File: config.mk
export PLATFORM = sky130hd
export DESIGN_NAME = decode_stage
export DESIGN_NICKNAME = d
export VERILOG_FILES = /design/src/rtl/decode_stage.sv
export SDC_FILE = /design/constraint.sdc
export NUM_CORES = 1
export LEC_CHECK = 0
export CAP_MARGIN = 20
export CORE_ASPECT_RATIO = 1.2
export CORE_UTILIZATION = 35
export CTS_CLUSTER_DIAMETER = 200
export DETAILED_ROUTE_END_ITERATION = 7
export MAX_ROUTING_LAYER = met4
export PLACE_DENSITY = 0.6
export SLEW_MARGIN = 20
export SYNTH_ARGS = -nofsm -noshare
export SYNTH_HDL_FRONTEND = slang
export SYNTH_SLANG_ARGS = --single-unit
File: constraint.sdc
create_clock -name clk -period 21.3 [get_ports clk]
set_input_delay 3.195 -clock clk [delete_from_list [all_inputs] [get_ports clk]]
set_output_delay 3.195 -clock clk [all_outputs]
set_load 0.02 [all_outputs]
File: src/rtl/decode_stage.sv
// decode_stage -- pipelined RV32 instruction decoder with a small output FIFO.
//
// Decodes R-type, I-type ALU, load, store and LUI instructions arriving from
// fetch. Each decoded bundle is pushed into a DEPTH-entry FIFO. The FIFO
// absorbs one cycle of downstream stall without dropping input throughput.
//
// Parameters:
//   XLEN         width of the PC and immediate outputs (32 or 64)
//   DEPTH        output FIFO entries (power of two, >= 2)
//   ILLEGAL_TRAP 1: illegal encodings are emitted with illegal=1
//                0: illegal encodings are accepted but never emitted
//
// Ports:
//   clk, rst        rising-edge clock, synchronous active-high reset
//   flush           discard buffered and incoming instructions this cycle
//   in_valid/ready  fetch handshake; in_inst, in_pc carry the instruction
//   out_valid/ready execute handshake on the FIFO head
//   out_pc .. illegal  decoded fields of the head bundle
//                      (idle value: all 0, alu_control = 4'b1111)
module decode_stage #(
   parameter int XLEN         = 32,
   parameter int DEPTH        = 2,
   parameter bit ILLEGAL_TRAP = 1'b1
) (
   input  logic            clk,
   input  logic            rst,
   input  logic            flush,
   input  logic            in_valid,
   output logic            in_ready,
   input  logic [31:0]     in_inst,
   input  logic [XLEN-1:0] in_pc,
   output logic            out_valid,
   input  logic            out_ready,
   output logic [XLEN-1:0] out_pc,
   output logic [4:0]      rs1_num,
   output logic [4:0]      rs2_num,
   output logic [4:0]      rd_num,
   output logic [XLEN-1:0] imm,
   output logic [3:0]      alu_control,
   output logic            is_unsigned,
   output logic            use_imm,
   output logic            reg_write,
   output logic            mem_read,
   output logic            mem_write,
   output logic            illegal
);

   localparam int PTR_W = $clog2(DEPTH);
   localparam int CNT_W = $clog2(DEPTH + 1);
   localparam logic [CNT_W-1:0] DEPTH_CNT = CNT_W'(DEPTH);

   localparam logic [6:0] OP_R     = 7'h33;
   localparam logic [6:0] OP_IMM   = 7'h13;
   localparam logic [6:0] OP_LOAD  = 7'h03;
   localparam logic [6:0] OP_STORE = 7'h23;
   localparam logic [6:0] OP_LUI   = 7'h37;

   typedef enum logic [3:0] {
      ALU_AND  = 4'b0000,
      ALU_SLL  = 4'b0001,
      ALU_ADD  = 4'b0010,
      ALU_OR   = 4'b0011,
      ALU_SUB  = 4'b0100,
      ALU_SLT  = 4'b0101,
      ALU_XOR  = 4'b0110,
      ALU_SRL  = 4'b0111,
      ALU_SRA  = 4'b1000,
      ALU_NONE = 4'b1111
   } alu_e;

   typedef struct packed {
      logic [XLEN-1:0] pc;
      logic [4:0]      rs1;
      logic [4:0]      rs2;
      logic [4:0]      rd;
      logic [XLEN-1:0] imm;
      alu_e            alu;
      logic            is_unsigned;
      logic            use_imm;
      logic            reg_write;
      logic            mem_read;
      logic            mem_write;
      logic            illegal;
   } bundle_t;

   // ---------------------------------------------------------------------
   // Instruction fields and immediates
   // ---------------------------------------------------------------------
   logic [6:0] opcode;
   logic [2:0] funct3;
   logic [6:0] funct7;
   logic [4:0] f_rs1, f_rs2, f_rd;
   logic [XLEN-1:0] imm_i, imm_s, imm_u, imm_sh;

   assign opcode = in_inst[6:0];
   assign f_rd   = in_inst[11:7];
   assign funct3 = in_inst[14:12];
   assign f_rs1  = in_inst[19:15];
   assign f_rs2  = in_inst[24:20];
   assign funct7 = in_inst[31:25];

   // Size casts of signed operands sign-extend to XLEN.
   assign imm_i  = XLEN'($signed(in_inst[31:20]));
   assign imm_s  = XLEN'($signed({in_inst[31:25], in_inst[11:7]}));
   assign imm_u  = XLEN'($signed({in_inst[31:12], 12'b0}));
   assign imm_sh = XLEN'(in_inst[24:20]);

   // ---------------------------------------------------------------------
   // Combinational decode
   // ---------------------------------------------------------------------
   bundle_t dec;
   logic    bad;

   always_comb begin
      // NOTE: every field gets a default before the case so no path leaves
      // a signal unassigned, which would otherwise infer a latch.
      dec     = '0;
      dec.alu = ALU_NONE;
      bad     = 1'b0;

      case (opcode)
         OP_R: begin
            dec.rs1       = f_rs1;
            dec.rs2       = f_rs2;
            dec.rd        = f_rd;
            dec.reg_write = (f_rd != 5'd0);
            if (funct7 == 7'h00) begin
               case (funct3)
                  3'd0: dec.alu = ALU_ADD;
                  3'd1: dec.alu = ALU_SLL;
                  3'd2: dec.alu = ALU_SLT;
                  3'd3: begin
                     dec.alu         = ALU_SLT;
                     dec.is_unsigned = 1'b1;
                  end
                  3'd4: dec.alu = ALU_XOR;
                  3'd5: dec.alu = ALU_SRL;
                  3'd6: dec.alu = ALU_OR;
                  3'd7: dec.alu = ALU_AND;
               endcase
            end else if (funct7 == 7'h20 && funct3 == 3'd0) begin
               dec.alu = ALU_SUB;
            end else if (funct7 == 7'h20 && funct3 == 3'd5) begin
               dec.alu = ALU_SRA;
            end else begin
               bad = 1'b1;
            end
         end

         OP_IMM: begin
            dec.rs1       = f_rs1;
            dec.rd        = f_rd;
            dec.imm       = imm_i;
            dec.use_imm   = 1'b1;
            dec.reg_write = (f_rd != 5'd0);
            case (funct3)
               3'd0: dec.alu = ALU_ADD;
               3'd2: dec.alu = ALU_SLT;
               3'd3: begin
                  dec.alu         = ALU_SLT;
                  dec.is_unsigned = 1'b1;
               end
               3'd4: dec.alu = ALU_XOR;
               3'd6: dec.alu = ALU_OR;
               3'd7: dec.alu = ALU_AND;
               3'd1: begin
                  // Shift amount is a zero-extended 5-bit field; the upper
                  // bits are an opcode extension, not part of the immediate.
                  dec.imm = imm_sh;
                  if (funct7 == 7'h00) dec.alu = ALU_SLL;
                  else                 bad     = 1'b1;
               end
               3'd5: begin
                  dec.imm = imm_sh;
                  if (funct7 == 7'h00)      dec.alu = ALU_SRL;
                  else if (funct7 == 7'h20) dec.alu = ALU_SRA;
                  else                      bad     = 1'b1;
               end
            endcase
         end

         OP_LOAD: begin
            dec.rs1       = f_rs1;
            dec.rd        = f_rd;
            dec.imm       = imm_i;
            dec.alu       = ALU_ADD;
            dec.use_imm   = 1'b1;
            dec.mem_read  = 1'b1;
            dec.reg_write = (f_rd != 5'd0);
            case (funct3)
               3'd0, 3'd1, 3'd2: ;
               3'd4, 3'd5: dec.is_unsigned = 1'b1;
               default:    bad = 1'b1;
            endcase
         end

         OP_STORE: begin
            dec.rs1       = f_rs1;
            dec.rs2       = f_rs2;
            dec.imm       = imm_s;
            dec.alu       = ALU_ADD;
            dec.use_imm   = 1'b1;
            dec.mem_write = 1'b1;
            if (funct3 > 3'd2) bad = 1'b1;
         end

         OP_LUI: begin
            dec.rd        = f_rd;
            dec.imm       = imm_u;
            dec.alu       = ALU_ADD;
            dec.use_imm   = 1'b1;
            dec.reg_write = (f_rd != 5'd0);
         end

         default: bad = 1'b1;
      endcase

      // Illegal bundles carry no register, memory or immediate side effects.
      if (bad) begin
         dec         = '0;
         dec.alu     = ALU_NONE;
         dec.illegal = 1'b1;
      end
      dec.pc = in_pc;
   end

   // ---------------------------------------------------------------------
   // Output FIFO
   // ---------------------------------------------------------------------
   bundle_t          mem [DEPTH];
   logic [PTR_W-1:0] wr_ptr, rd_ptr;
   logic [CNT_W-1:0] count;
   logic             accept, push, pop;

   assign out_valid = (count != '0);
   // A full FIFO still accepts when its head leaves in the same cycle.
   assign in_ready  = (count < DEPTH_CNT) | out_ready;
   // Illegal words complete the handshake even when they are not stored.
   assign accept    = in_valid & in_ready & ~flush;
   assign push      = accept & (ILLEGAL_TRAP | ~dec.illegal);
   assign pop       = out_valid & out_ready;

   // NOTE: the storage array has no reset; the count and pointers define
   // which entries are meaningful, so clearing the data would be wasted logic.
   always_ff @(posedge clk) begin
      if (push && !rst) mem[wr_ptr] <= dec;
   end

   always_ff @(posedge clk) begin
      // NOTE: state registers use non-blocking assignment so every register
      // samples the pre-edge values regardless of statement order.
      if (rst || flush) begin
         count  <= '0;
         wr_ptr <= '0;
         rd_ptr <= '0;
      end else begin
         // DEPTH is a power of two, so pointer overflow is the wrap.
         if (push) wr_ptr <= wr_ptr + PTR_W'(1);
         if (pop)  rd_ptr <= rd_ptr + PTR_W'(1);
         case ({push, pop})
            2'b10:   count <= count + CNT_W'(1);
            2'b01:   count <= count - CNT_W'(1);
            default: count <= count;
         endcase
      end
   end

   // Head bundle; an empty FIFO presents the idle bundle.
   bundle_t head;

   always_comb begin
      head     = '0;
      head.alu = ALU_NONE;
      if (out_valid) head = mem[rd_ptr];
   end

   assign out_pc      = head.pc;
   assign rs1_num     = head.rs1;
   assign rs2_num     = head.rs2;
   assign rd_num      = head.rd;
   assign imm         = head.imm;
   assign alu_control = head.alu;
   assign is_unsigned = head.is_unsigned;
   assign use_imm     = head.use_imm;
   assign reg_write   = head.reg_write;
   assign mem_read    = head.mem_read;
   assign mem_write   = head.mem_write;
   assign illegal     = head.illegal;

endmodule

==> results.md <==
| Stage | Parameter | This run |
|---|---|---|
| outcome | Result of the run | complete, no violations |
| critical path | Cells traversed along the worst timing path | clkdlybuf4s50_1, nand2b_1, clkdlybuf4s50_1 |
| critical path | Crit path max-delay family | buffers and inverters |
| floorplanning | Initial standard-cell utilization of the core | 0.359 |
| power and ir drop | Clock network power share | 0.393 |
| power and ir drop | NetSw | 176 uW |
| route | Met1 routed wirelength after detailed routing | 8480 um |
| cells and area | Fraction of layout instances using a drive strength above 1 | 0.0761 |
| timing | Post-route setup TNS | 0 ps |
| synthesis | EDFF count, synth | 178 |
| power and ir drop | Part of the power in registers | 0.531 |
| route | Post-Route WL | 19600 um |
| power and ir drop | Overall Power | 750 uW |
| clock tree | Number of gates given a new drive strength after cts | 0 |
| timing | Ratio of final minimum period to clock period | 0.356 |
| floorplanning | Number of top-level pins | 160 |
| critical path | R2r endpoint | count[1] |
| grt | Overall fraction of global-route tracks in use | 0.176 |
| route | DRC violation total after the first TritonRoute iteration | 367 |
| cells and area | Area of the multi-input gates | 0.00245 sq mm |
| hold path | HP Start | rd_ptr |
| critical path | Worst reg2reg path depth | 8 |
| timing | Final count of negative-setup-slack endpoints | 0 |
| critical path | CP Buf/Inv Count | 2 |
| timing | Maximum clock frequency | 132 MHz |
| grt | Wire length of the first global-routing pass | 30600 um |
| critical path | Element type at the critical path start | primary input |
| clock tree | H-tree lvl count | 4 |
| route | Detailed-route via count | 5364 |
| timing | Worst slew pin tran | 1050 ps |
| synthesis | Top_reg_cell synth | sky130_fd_sc_hd__edfxtp_1 |
| power and ir drop | Switching power as a share of total power | 0.235 |
| floorplanning | Row count | 60 |
| clock tree | Post-CTS Repair Setup Buffers | 0 |
| route | Iteration count of the initial detailed-routing pass | 5 |
| clock tree | Cell chosen for the clock root | sky130_fd_sc_hd__clkbuf_16 |
| critical path | Element type at the critical path end | output pin |
| placement | DP HPWL | 12800 um |
| timing | Unrepaired setup endpoints after global routing | no |
| grt | Number of antenna violations at the first check in global routing | 0 |
| critical path | Number of cells on the critical path | 3 |
| timing | Shortest period the worst path allows | 7580 ps |
| synthesis | Async set-or-reset flop fraction in the synthesized netlist | 0 |
| placement | GPL Wtd Cong | 0.840 |
| critical path | Worst R2R Setup Slack | 18290 ps |
| cells and area | Number of diodes added for antenna fixing | 0 |
| route | Antenna viol nets, final | 0 |
| clock tree | Sinks on the clock net | 183 |
| route | Met2 wirelength from detailed routing | 9960 um |
| floorplanning | Total die area | 0.0237 sq mm |
| critical path | Required time of the critical path | 18110 ps |
| power and ir drop | Pleak | 0.00341 uW |
| synthesis | Number of distinct library cell variants in the gate-level netlist after synthesis | 54 |
| critical path | Worst-path cell with the longest stage delay | sky130_fd_sc_hd__clkdlybuf4s50_1 |
| clock tree | Clk Latency, worst-skew pair | 430 ps |
| critical path | Maximum cell stage delay along the critical path | 610 ps |
| cells and area | Area added between synthesis and finish | 29.5% |
| clock tree | Hold_buf cts | 0 |
| clock tree | TritonCTS buffer count | 17 |
| synthesis | Post-synthesis cell count | 601 |
| route | Vias per cell | 5.15 |
| synthesis | Register bit total from synthesis | 183 |
| floorplanning | Die span in x | 141 um |
| timing | Number of slew-limit violations in the final report | 0 |
| cells and area | Fill cells | 2029 |
| critical path | Startpoint of the most critical register-to-register path | count[1] |
| clock tree | Number of buffers between clock root and the deepest sink | 2 |
| placement | Number of port buffers | 159 |
| timing | Post-Route Skew | 8.99 ps |
| synthesis | YS warnings | 0 |
| cells and area | Final #Nets | 823 |
| critical path | Capturing instance or port of the critical path | in_ready |
| grt | Number of global-route vias before repair | 5522 |
| clock tree | Clock-pin slew on the worst setup and hold paths | 70 ps |
| grt | Total congestion overflow | 0 |
| critical path | Launch point of the critical path | out_ready |
| route | Highest layer used for signal routing | met4 |
| synthesis | Fraction of the yosys area taken by sequential cells | 0.674 |
| clock tree | Clock tree from TritonCTS | yes |
| timing | Hold violation total from the final report | 0 |
| floorplanning | Placeable core region | 0.0225 sq mm |
| timing | Relative slew slack | 0.302 |
| power and ir drop | Internal | 574 uW |
| critical path | Signal arrival time at the worst endpoint | 4380 ps |
| hold path | Tightest Hold Check Type | flip-flop to flip-flop |
| power and ir drop | Maximum VDD drop | 0.0543 mV |
| power and ir drop | Cell area power density | 71.7 mW/mm^2 |
| route | Met3 Routed Length | 1040 um |
| route | DR WL/cell | 18.9 um |
| floorplanning | Die span in y | 168 um |
| synthesis | Area of the mapped netlist | 0.00808 sq mm |
| power and ir drop | Share of total power in combinational logic | 0.077 |
| critical path | Startpoint-to-endpoint class of the critical path | primary input to output pin |
| grt | Largest net degree at the start of global routing | 67 |
| synthesis | Post-synth net total | 675 |
| synthesis | Synthesized area per cell | 13.4 sq um |
| route | Number of remaining DRC errors | 0 |
| cells and area | Sequential Area | 0.00545 sq mm |
| run | Count of max-cap constraint violations | 0 |
| critical path | Critical path fanouts, max | 2 |
| critical path | Cell seen most often among critical-path stages | sky130_fd_sc_hd__clkdlybuf4s50_1 |
[cells by family after synthesis]
| kind of cell | count (synthesis) | share of synthesized area |
|---|---|---|
| compound gates | 61 | 0.0492 |
| xor+xnor | 7 | 0.00759 |
| simple gates | 213 | 0.125 |
| fa+ha+maj | 5 | 0.00774 |
| buf+inv | 43 | 0.0260 |
| flops | 183 | 0.674 |
| mux | 89 | 0.110 |
[cell usage in the layout (no fill, tap or decap), types with 2 or more instances in the layout]
master / n
sky130_fd_sc_hd__o31ai_1: 3
sky130_fd_sc_hd__ha_1: 5
sky130_fd_sc_hd__xor2_1: 4
sky130_fd_sc_hd__clkinvlp_4: 5
sky130_fd_sc_hd__nor2b_1: 10
sky130_fd_sc_hd__nand2_1: 35
sky130_fd_sc_hd__a31oi_1: 3
sky130_fd_sc_hd__edfxtp_1: 178
sky130_fd_sc_hd__a2111oi_2: 2
sky130_fd_sc_hd__and2_1: 6
sky130_fd_sc_hd__clkbuf_16: 17
sky130_fd_sc_hd__clkdlybuf4s50_1: 159
sky130_fd_sc_hd__nand4_1: 2
sky130_fd_sc_hd__and3_1: 16
sky130_fd_sc_hd__inv_8: 3
sky130_fd_sc_hd__nor4_2: 2
sky130_fd_sc_hd__buf_4: 7
sky130_fd_sc_hd__or4_4: 2
sky130_fd_sc_hd__o22ai_1: 2
sky130_fd_sc_hd__o211ai_1: 2
sky130_fd_sc_hd__nor3_1: 13
sky130_fd_sc_hd__mux2i_1: 89
sky130_fd_sc_hd__nand3_1: 6
sky130_fd_sc_hd__xnor2_1: 3
sky130_fd_sc_hd__o21ai_0: 6
sky130_fd_sc_hd__clkinv_4: 2
sky130_fd_sc_hd__or2_2: 3
sky130_fd_sc_hd__nand2b_1: 4
sky130_fd_sc_hd__a21oi_1: 29
sky130_fd_sc_hd__clkinv_1: 2
sky130_fd_sc_hd__nor2_1: 101
sky130_fd_sc_hd__o21a_1: 2
sky130_fd_sc_hd__nor4_1: 2
sky130_fd_sc_hd__inv_1: 5
sky130_fd_sc_hd__dfxtp_1: 4
[metal layers]
layer | track usage | up-vias
li1 | - | 2521
met1 | 0.210 | 2651
met2 | 0.300 | 180
met3 | 0.0373 | 12
met4 | 0.0496 | 0
met5 | - | -
[worst register-to-register path, cell delays in order, from the launching register on]
cell and delay, ps:
sky130_fd_sc_hd__dfxtp_1 360, sky130_fd_sc_hd__nor2_4 710, sky130_fd_sc_hd__buf_4 660, sky130_fd_sc_hd__inv_1 260, sky130_fd_sc_hd__and2_1 260, sky130_fd_sc_hd__ha_1 310
sky130_fd_sc_hd__nor2_1 140, sky130_fd_sc_hd__xnor2_1 130, sky130_fd_sc_hd__nor3_1 60
[worst min-delay path by stage]
stage / endpoint / slack, ps / depth (start not counted)
floorplan: flip-flop / 520 / 2
global placement: flip-flop / 540 / 2
detailed placement: flip-flop / 540 / 2
CTS: flip-flop / 550 / 2
global route: flip-flop / 620 / 2
finish: flip-flop / 560 / 2
[power by group through the flow]
stage / logic [uW] / clock network [uW] / registers, uW
2_1_floorplan: 28.3 / 0 / 407
6_report: 57.4 / 295 / 398
4_1_cts: 58.0 / 302 / 398
3_3_place_gp: 56.8 / 0 / 406
3_5_place_dp: 57.8 / 0 / 406
5_1_grt: 62.1 / 315 / 398
[sequential cells by signal (all words and copies together) (netlist names), named ones only]
signal	cells
wr_ptr	1
mem	178
count	2
rd_ptr	1
[synthesized netlist by cell type (all sizes together) (2+ instances only)]
library cell | number | area, sq um
nor4 | 4 | 31.3
o21a | 2 | 15.0
and2 | 6 | 37.5
dfxtp | 5 | 100
nor3 | 14 | 75.1
nand2 | 35 | 131
inv | 6 | 22.5
or2 | 3 | 18.8
xnor2 | 3 | 26.3
o22ai | 2 | 12.5
nand3 | 7 | 35.0
o211ai | 2 | 15.0
nor2b | 10 | 62.6
a21oi | 29 | 145
ha | 5 | 62.6
buf | 21 | 128
nor2 | 102 | 383
or4 | 3 | 30.0
o21ai | 6 | 30.0
a31oi | 3 | 18.8
nand4 | 2 | 12.5
nand2b | 4 | 25.0
o31ai | 3 | 22.5
and3 | 17 | 108
xor2 | 4 | 35.0
a2111oi | 3 | 38.8
clkbuf | 16 | 60.1
mux2i | 89 | 891
edfxtp | 178 | 5350
[cell type report]
cell class	instances	area share
Clock buffer	17	0.0407
Timing Repair Buffer	166	0.157
Clock inverter	15	0.0121
Tap cell	279	0.0334
Inverter	6	0.00215
Multi-Input combinational cell	375	0.234
Sequential cell	183	0.521
[metrics by stage]
stage               utilization  cell area [sq um]  cells  hold WS (ps)  worst slack, ps
global placement          0.440               9910   1009           540            13720
finish                    0.465              10500   1041           555            13720
CTS                       0.465              10500   1041           554            13720
detailed placement        0.440               9910   1009           544            13720
floorplan                     -               8080    601           518             7810
global route              0.465              10500   1041           615            13680
No activity file was read; power rests on OpenSTA's default activity.
